### config.mk
export PLATFORM = sky130hd
export DESIGN_NAME = rr_arb_fifo
export DESIGN_NICKNAME = d
export VERILOG_FILES = /design/src/rtl/rr_arb_fifo.sv
export SDC_FILE = /design/constraint.sdc
export NUM_CORES = 1
export LEC_CHECK = 0
export CELL_PAD_IN_SITES_DETAIL_PLACEMENT = 0
export CELL_PAD_IN_SITES_GLOBAL_PLACEMENT = 2
export CORE_MARGIN = 2
export CORE_UTILIZATION = 44
export CTS_CLUSTER_SIZE = 12
export DETAILED_ROUTE_END_ITERATION = 6
export PLACE_DENSITY = 0.9
export SLEW_MARGIN = 20
export SYNTH_ARGS = -nofsm -noshare
export SYNTH_HDL_FRONTEND = slang
export SYNTH_SLANG_ARGS = --single-unit
export TNS_END_PERCENT = 1
### constraint.sdc
create_clock -name clk -period 3.1 [get_ports clk]
set_input_delay 0.465 -clock clk [delete_from_list [all_inputs] [get_ports clk]]
set_output_delay 0.465 -clock clk [all_outputs]
set_load 0.1 [all_outputs]
### src/rtl/rr_arb_fifo.sv
// Four-requester round-robin arbiter feeding a first-word-fall-through FIFO.
// Latency: req sampled in IDLE -> grant/push next cycle -> word visible on data_out one cycle later.
// Backpressure: a full FIFO parks the arbiter in WAIT_SPACE; requesters hold req until granted.
//
// Ports:
//   clk, rst_n          clock, asynchronous active-low reset
//   req[3:0]            per-requester request, held until granted
//   req_data            lane i at [i*WIDTH +: WIDTH]
//   flush               drop FIFO contents (only with RR_ARB_FIFO_FLUSH_EN defined)
//   pop                 consumer read strobe
//   grant[3:0]          registered one-hot-or-zero grant
//   push, data_in       FIFO write strobe and the word being written
//   data_out            FIFO head, 0 when empty
//   full, empty, count  occupancy status
//   state[2:0]          arbiter FSM state
// Optional feature macro: RR_ARB_FIFO_FLUSH_EN (flush port active, FLUSH state built).

module rr_arb_fifo #(
  parameter int DEPTH = 16,
  parameter int WIDTH = 32
) (
  input  logic                   clk,
  input  logic                   rst_n,
  input  logic [3:0]             req,
  input  logic [4*WIDTH-1:0]     req_data,
  input  logic                   flush,
  input  logic                   pop,
  output logic [3:0]             grant,
  output logic                   push,
  output logic [WIDTH-1:0]       data_in,
  output logic [WIDTH-1:0]       data_out,
  output logic                   full,
  output logic                   empty,
  output logic [$clog2(DEPTH):0] count,
  output logic [2:0]             state
);

  localparam int AW = $clog2(DEPTH);
  localparam logic [AW:0] FULL_CNT = DEPTH[AW:0];

  typedef enum logic [2:0] {
    IDLE       = 3'b000,
    GRANT      = 3'b001,
    WRITE      = 3'b010,
    FLUSH      = 3'b011,
    WAIT_SPACE = 3'b100
  } state_t;

  state_t           state_q, state_d;
  logic [3:0]       grant_q;
  logic [1:0]       last_q;
  logic             load_grant;
  logic             win_vld;
  logic [1:0]       win_idx;
  logic [1:0]       cand;
  logic             flush_act;
  logic             in_flush;
  logic             pop_acc;

  logic [WIDTH-1:0] mem [DEPTH];
  logic [AW-1:0]    rd_ptr, wr_ptr;
  logic [AW:0]      count_q;

`ifdef RR_ARB_FIFO_FLUSH_EN
  assign flush_act = flush;
  assign in_flush  = (state_q == FLUSH);
`else
  // Flush has no effect in this build; the port stays for pin compatibility.
  logic unused_flush;
  assign unused_flush = flush;
  assign flush_act    = 1'b0;
  assign in_flush     = 1'b0;
`endif

  // Round-robin search: start one past the last winner and wrap.
  always_comb begin
    win_vld = 1'b0;
    win_idx = 2'd0;
    cand    = 2'd0;
    for (int k = 0; k < 4; k++) begin
      cand = last_q + 2'(k + 1);
      if (!win_vld && req[cand]) begin
        win_vld = 1'b1;
        win_idx = cand;
      end
    end
  end

  always_comb begin
    state_d    = state_q;
    load_grant = 1'b0;
    case (state_q)
      IDLE: begin
        if (flush_act) begin
          state_d = FLUSH;
        end else if (win_vld && !full) begin
          state_d    = GRANT;
          load_grant = 1'b1;
        end else if (win_vld) begin
          state_d = WAIT_SPACE;
        end
      end
      GRANT:      state_d = WRITE;
      WRITE:      state_d = IDLE;
      WAIT_SPACE: begin
        if (flush_act) begin
          state_d = FLUSH;
        end else if (!full || !(|req)) begin
          state_d = IDLE;
        end
      end
`ifdef RR_ARB_FIFO_FLUSH_EN
      FLUSH:      state_d = IDLE;
`endif
      default:    state_d = IDLE;
    endcase
  end

  always_ff @(posedge clk or negedge rst_n) begin
    if (!rst_n) begin
      state_q <= IDLE;
      grant_q <= 4'b0000;
      last_q  <= 2'd3;
    end else begin
      state_q <= state_d;
      if (load_grant) begin
        grant_q <= 4'b0001 << win_idx;
        last_q  <= win_idx;
      end else if (state_q == GRANT) begin
        grant_q <= 4'b0000;
      end
    end
  end

  // The granted requester is still holding its lane, so the grant selects it directly.
  always_comb begin
    data_in = '0;
    for (int i = 0; i < 4; i++) begin
      if (grant_q[i]) begin
        data_in = data_in | req_data[i*WIDTH +: WIDTH];
      end
    end
  end

  assign push    = (state_q == GRANT);
  assign pop_acc = pop && !empty && !in_flush;

  always_ff @(posedge clk) begin
    if (push) begin
      mem[wr_ptr] <= data_in;
    end
  end

  // push is never issued while full, so count stays within 0..DEPTH.
  always_ff @(posedge clk or negedge rst_n) begin
    if (!rst_n) begin
      rd_ptr  <= '0;
      wr_ptr  <= '0;
      count_q <= '0;
    end else if (in_flush) begin
      rd_ptr  <= '0;
      wr_ptr  <= '0;
      count_q <= '0;
    end else begin
      if (push)    wr_ptr <= wr_ptr + 1'b1;
      if (pop_acc) rd_ptr <= rd_ptr + 1'b1;
      count_q <= count_q + {{AW{1'b0}}, push} - {{AW{1'b0}}, pop_acc};
    end
  end

  assign full     = (count_q == FULL_CNT);
  assign empty    = (count_q == '0);
  assign count    = count_q;
  assign data_out = empty ? '0 : mem[rd_ptr];
  assign grant    = grant_q;
  assign state    = state_q;

endmodule

======== Yosys cells after proc, flatten, opt, wreduce, memory -nomap -nowiden ========
Memories as Yosys holds them, arrays and structs flattened.
Index checks and enable logic that the tools add are counted.
word-level totals
  register bits ........................... 22
  memory bits (writable) .................. 512
  input bits .............................. 136
  output and inout bits ................... 79
  logic and storage cells ................. 75
  memories ................................ 1
cells by class
  add/sub/neg operators ................... 7
  $lt $le $gt $ge ......................... 4
  eq/ne operators ......................... 5
  shift-type cells ........................ 1
  multiplexer cells ....................... 31
  bitwise logic cells ..................... 3
  reductions and logical operators ........ 17
memory list
  name  words  bits a word  rd ports  clocked after memory_dff  wr ports  line  RTL
  mem   16     32           1         0                         1         60    logic [WIDTH-1:0] mem [DEPTH];
operators with widths
  kind                 number
  $mux 32              5
  $or 32x32->32        3
  $lt 2x3->1 const B   4
  $mux 1               12
  $mux 3               3
  $pmux 3 s3           1
  $add 4x1->4 const B  2
  $bmux 1 s2           4
  $mux 2               4
  $mux 4               2
  $logic_not 1->1      6
  $add 5x1->5          1
  $eq 5x5->1 const B   1
  $logic_and 1x1->1    5
  $logic_not 5->1      1
  $sub 5x1->5          1
  $add 2x2->2 const B  2
  $reduce_or 4->1      1
  $shl 1x2->4 const A  1
  $eq 3x1->1 const B   1
  $eq 3x3->1 const B   1
  $logic_not 3->1      1
  $ne 3x3->1 const B   1
  $add 2x1->2 const B  1
  other kinds (4)      4

======== Logic depth before layout (Yosys ltp) ========
  word-level depth ........................ 17
  depth in mapped cells ................... 13
  mapped depth without buffers ............ 12

======== Worst setup path before layout ========
OpenSTA, ideal clock, no wires.
  path type ............................... flip-flop to output port
  start point ............................. register count_q[2] (netlist: count[2])
  end point ............................... output port data_out[22]
  arrival ................................. 4.215 ns
  required time ........................... 2.635 ns
  setup slack ............................. -1.580 ns
  cell stages (with the launch flop) ...... 6
  buffers on the path ..................... 1
  path through ............................ dfrtp_1 -> inv_1 -> ha_1 -> nor4b_4 -> buf_2 -> o31ai_1
between the ends
  cells in the longest elaborated chain, start to end .. 2
ends and longest elaborated chain
  item                    line  RTL
  start, declared         62    logic [AW:0] count_q;
  start signal, assigned  167   count_q <= count_q + {{AW{1'b0}}, push} - {{AW{1'b0}}, pop_acc};
  $logic_not 5->1         172   assign empty = (count_q == '0);
  net empty               33    output logic empty,
  $mux 32                 174   assign data_out = empty ? '0 : mem[rd_ptr];
  end, declared           31    output logic [WIDTH-1:0] data_out,
The timed path passes the listed nets, and every way through them passes these cells.

======== Final worst setup path ========
  start point ............................. register rd_ptr[0]
  end point ............................... output port data_out[29]
between the ends
  cells in the longest elaborated chain, start to end .. 2
ends and longest elaborated chain
  item                    line  RTL
  start, declared         61    logic [AW-1:0] rd_ptr, wr_ptr;
  start signal, assigned  166   if (pop_acc) rd_ptr <= rd_ptr + 1'b1;
  $mem_v2 16x32           -
  $mux 32                 174
Every way passes these cells.

==> results.json <==
{
  "setup.worst_path.start_class": "flop",
  "wl_per_cell_um": 26.7,
  "slowest_delay_ns": 0.52,
  "grt_pass1_vias": 12171,
  "fin_nets": 1441,
  "mostFrequentLayoutCell": "edfxtp_1",
  "final_cells": 1932,
  "grtUsageTotal_pct": 20.7,
  "antennaDiodeCount": 0,
  "io_buffers": 213,
  "firstDrtPassIters": 5,
  "finalSetupViolCount": 0,
  "utilization_pct": 57.1,
  "final_max_slew_viol_count": 0,
  "fmax_ghz": 0.324,
  "rsz0062_at_grt": "yes",
  "start_util_pct": 44.7,
  "status": "finished clean",
  "ant_nets": 0,
  "postLayoutCellArea_sq_um": 27300,
  "numCtsBuffers": 53,
  "die_height_um": 224,
  "rows": 80,
  "most-common-layout-cells": "512 x edfxtp_1, 134 x clkdlybuf4s50_1, 117 x mux4_2",
  "hp-class": "input pin to async pin",
  "layout-drive-gt1-share_pct": 31.5,
  "critPathCaptureType": "output pin",
  "overflow": 0,
  "synth_edf_count": 512,
  "cts_buffer_depth": 3,
  "place_area_sq_um": 25600,
  "top_level_ports": 215,
  "cts_tree": "done",
  "dr_total_vias": 11381,
  "ys_ff_latch": 534,
  "grt_first_pass_wirelength_um": 76100,
  "final-hold-violation-count": 0,
  "path_cells": "buf_16, buf_4, mux4_2, a22oi_2, o31ai_4, buf_12",
  "path_buf_inv": 3,
  "yosysWarningCount": 0,
  "avgSynthCellArea_sq_um": 21.0,
  "arrival_ns": 2.62,
  "vias_per_cell": 5.89,
  "async_reset_ff_share_pct": 4.12,
  "die_x_um": 224,
  "core_sq_um": 47800,
  "cap_violations": 0,
  "syn_to_final_growth_pct": 27.7,
  "gp_congestion": 0.731,
  "syn_inst": 1019,
  "clk_pin_slew_ns": 0.06,
  "setup.worst_path.class": "flop to output pin",
  "die_area_sq_um": 50400,
  "skew_ns": 0.0111,
  "syn_area_sq_um": 21400,
  "reg2reg_setup_slack_ns": 0.44,
  "antenna_found_initial": 1,
  "routed_wirelength_um": 51700,
  "ys_seq_area_share_pct": 74.5,
  "detailed_place_hpwl_um": 28900,
  "synth_top_flop_cell": "edfxtp_1",
  "htree_levels": 2,
  "synth_cell_types": 45,
  "slew_headroom_pct": 32.8,
  "clock-sinks": 534,
  "period_needed_ns": 3.08,
  "syn-num-nets": 1167,
  "crit_path_top_delay_cell": "dfrtp_4",
  "cts-root-buf": "clkbuf_16",
  "n_fill_cell": 3461,
  "placedCellCount": 1838,
  "critPathMaxFanout": 26,
  "critical_path_required_ns": 2.63,
  "drc_errors": 0,
  "grt_start_max_net_pins": 41,
  "crit_family": "buffers and inverters",
  "fin_crit_sh_pct": 99.5,
  "first_iter_violations": 1071,
  "worst_pin_slew_ns": 1.01,
  "clkLatencyLatePin_ns": 0.56
}
[flip-flops by register name (all words and copies together), names as in the netlist]
| signal | flops |
|---|---|
| count | 5 |
| state | 3 |
| grant | 4 |
| wr_ptr | 4 |
| rd_ptr | 4 |
| mem | 512 |
| last_q | 2 |
[layer usage]
metal  vias to the layer above  wire length [um]  global-route usage [%]
li1                       4834                 -                       -
met5                         -                 0                       0
met2                       559             25900                    34.7
met4                         0              1310                    5.94
met3                        84              5370                    5.11
met1                      5904             19100                    27.1
[cell type report]
type / instances / area (sq um) / area share, %
Inverter: 12 / 45.0 / 0.165
Multi-Input combinational cell: 411 / 5510 / 20.2
Clock buffer: 71 / 1430 / 5.25
Timing Repair Buffer: 281 / 3550 / 13.0
Sequential cell: 534 / 15900 / 58.4
Clock inverter: 8 / 37.5 / 0.138
Tap cell: 615 / 769 / 2.82
[cells in the mapped netlist, drive strengths merged (7+ instances only)]
master  number  share of area [%]
o31ai       32                1.1
mux4       128                 14
and2        16               0.47
dfrtp       20                2.3
nor2         7               0.13
inv         11               0.19
clkbuf      26               0.50
xnor2        7               0.29
a22oi       96                3.4
nand2       42               0.74
ha          11               0.64
buf         37                1.2
edfxtp     512                 72
mux2i       32                1.5
[worst paths after layout]
check	startpoint	endpoint	depth (start not counted)
worst max-delay path	rd_ptr[0]	data_out[29]	6
worst min-delay path	rst_n	count[0]	1
worst max register to register	count[3]	count[4]	13
worst min register to register	state[1]	state[2]	1
max in group asynchronous	rst_n	last_q[0]	2
min in group clk	state[1]	state[2]	1
[logic make-up (layout without fill, tap and decap cells)]
logic type	after synthesis	in the layout	share of synthesized area, %
DFF	534	534	74.5
muxes	161	161	15.3
buffers and inverters	75	372	1.87
adders and majority gates	12	12	0.738
xor gates and xnor gates	10	10	0.410
and+or+nand+nor	84	85	2.19
AOI/OAI and AO/OA	143	143	5.01
[metrics by stage]
stage	TNS (ns)	worst slack, ns	hold slack (ns)
final	0	0.0158	0.395
after floorplan	-65.01	-0.526	0.169
after CTS	-0.125	-0.0440	0.408
after global placement	0	0.128	0.462
after detailed placement	0	0.0878	0.472
after global routing	-1.25	-0.0791	0.480
[timing repair]
item	CTS	global route
pin swaps	3	2
setup endpoints to repair	37	42
cloned	1	0
hold buffers	0	0
setup buffers	14	0
hold endpoints to repair	0	0
gates resized for setup	16	16
Power is left out: the tool's default activity adds up to more than one toggle a clock period on the data nets, which glitch-free logic cannot reach.
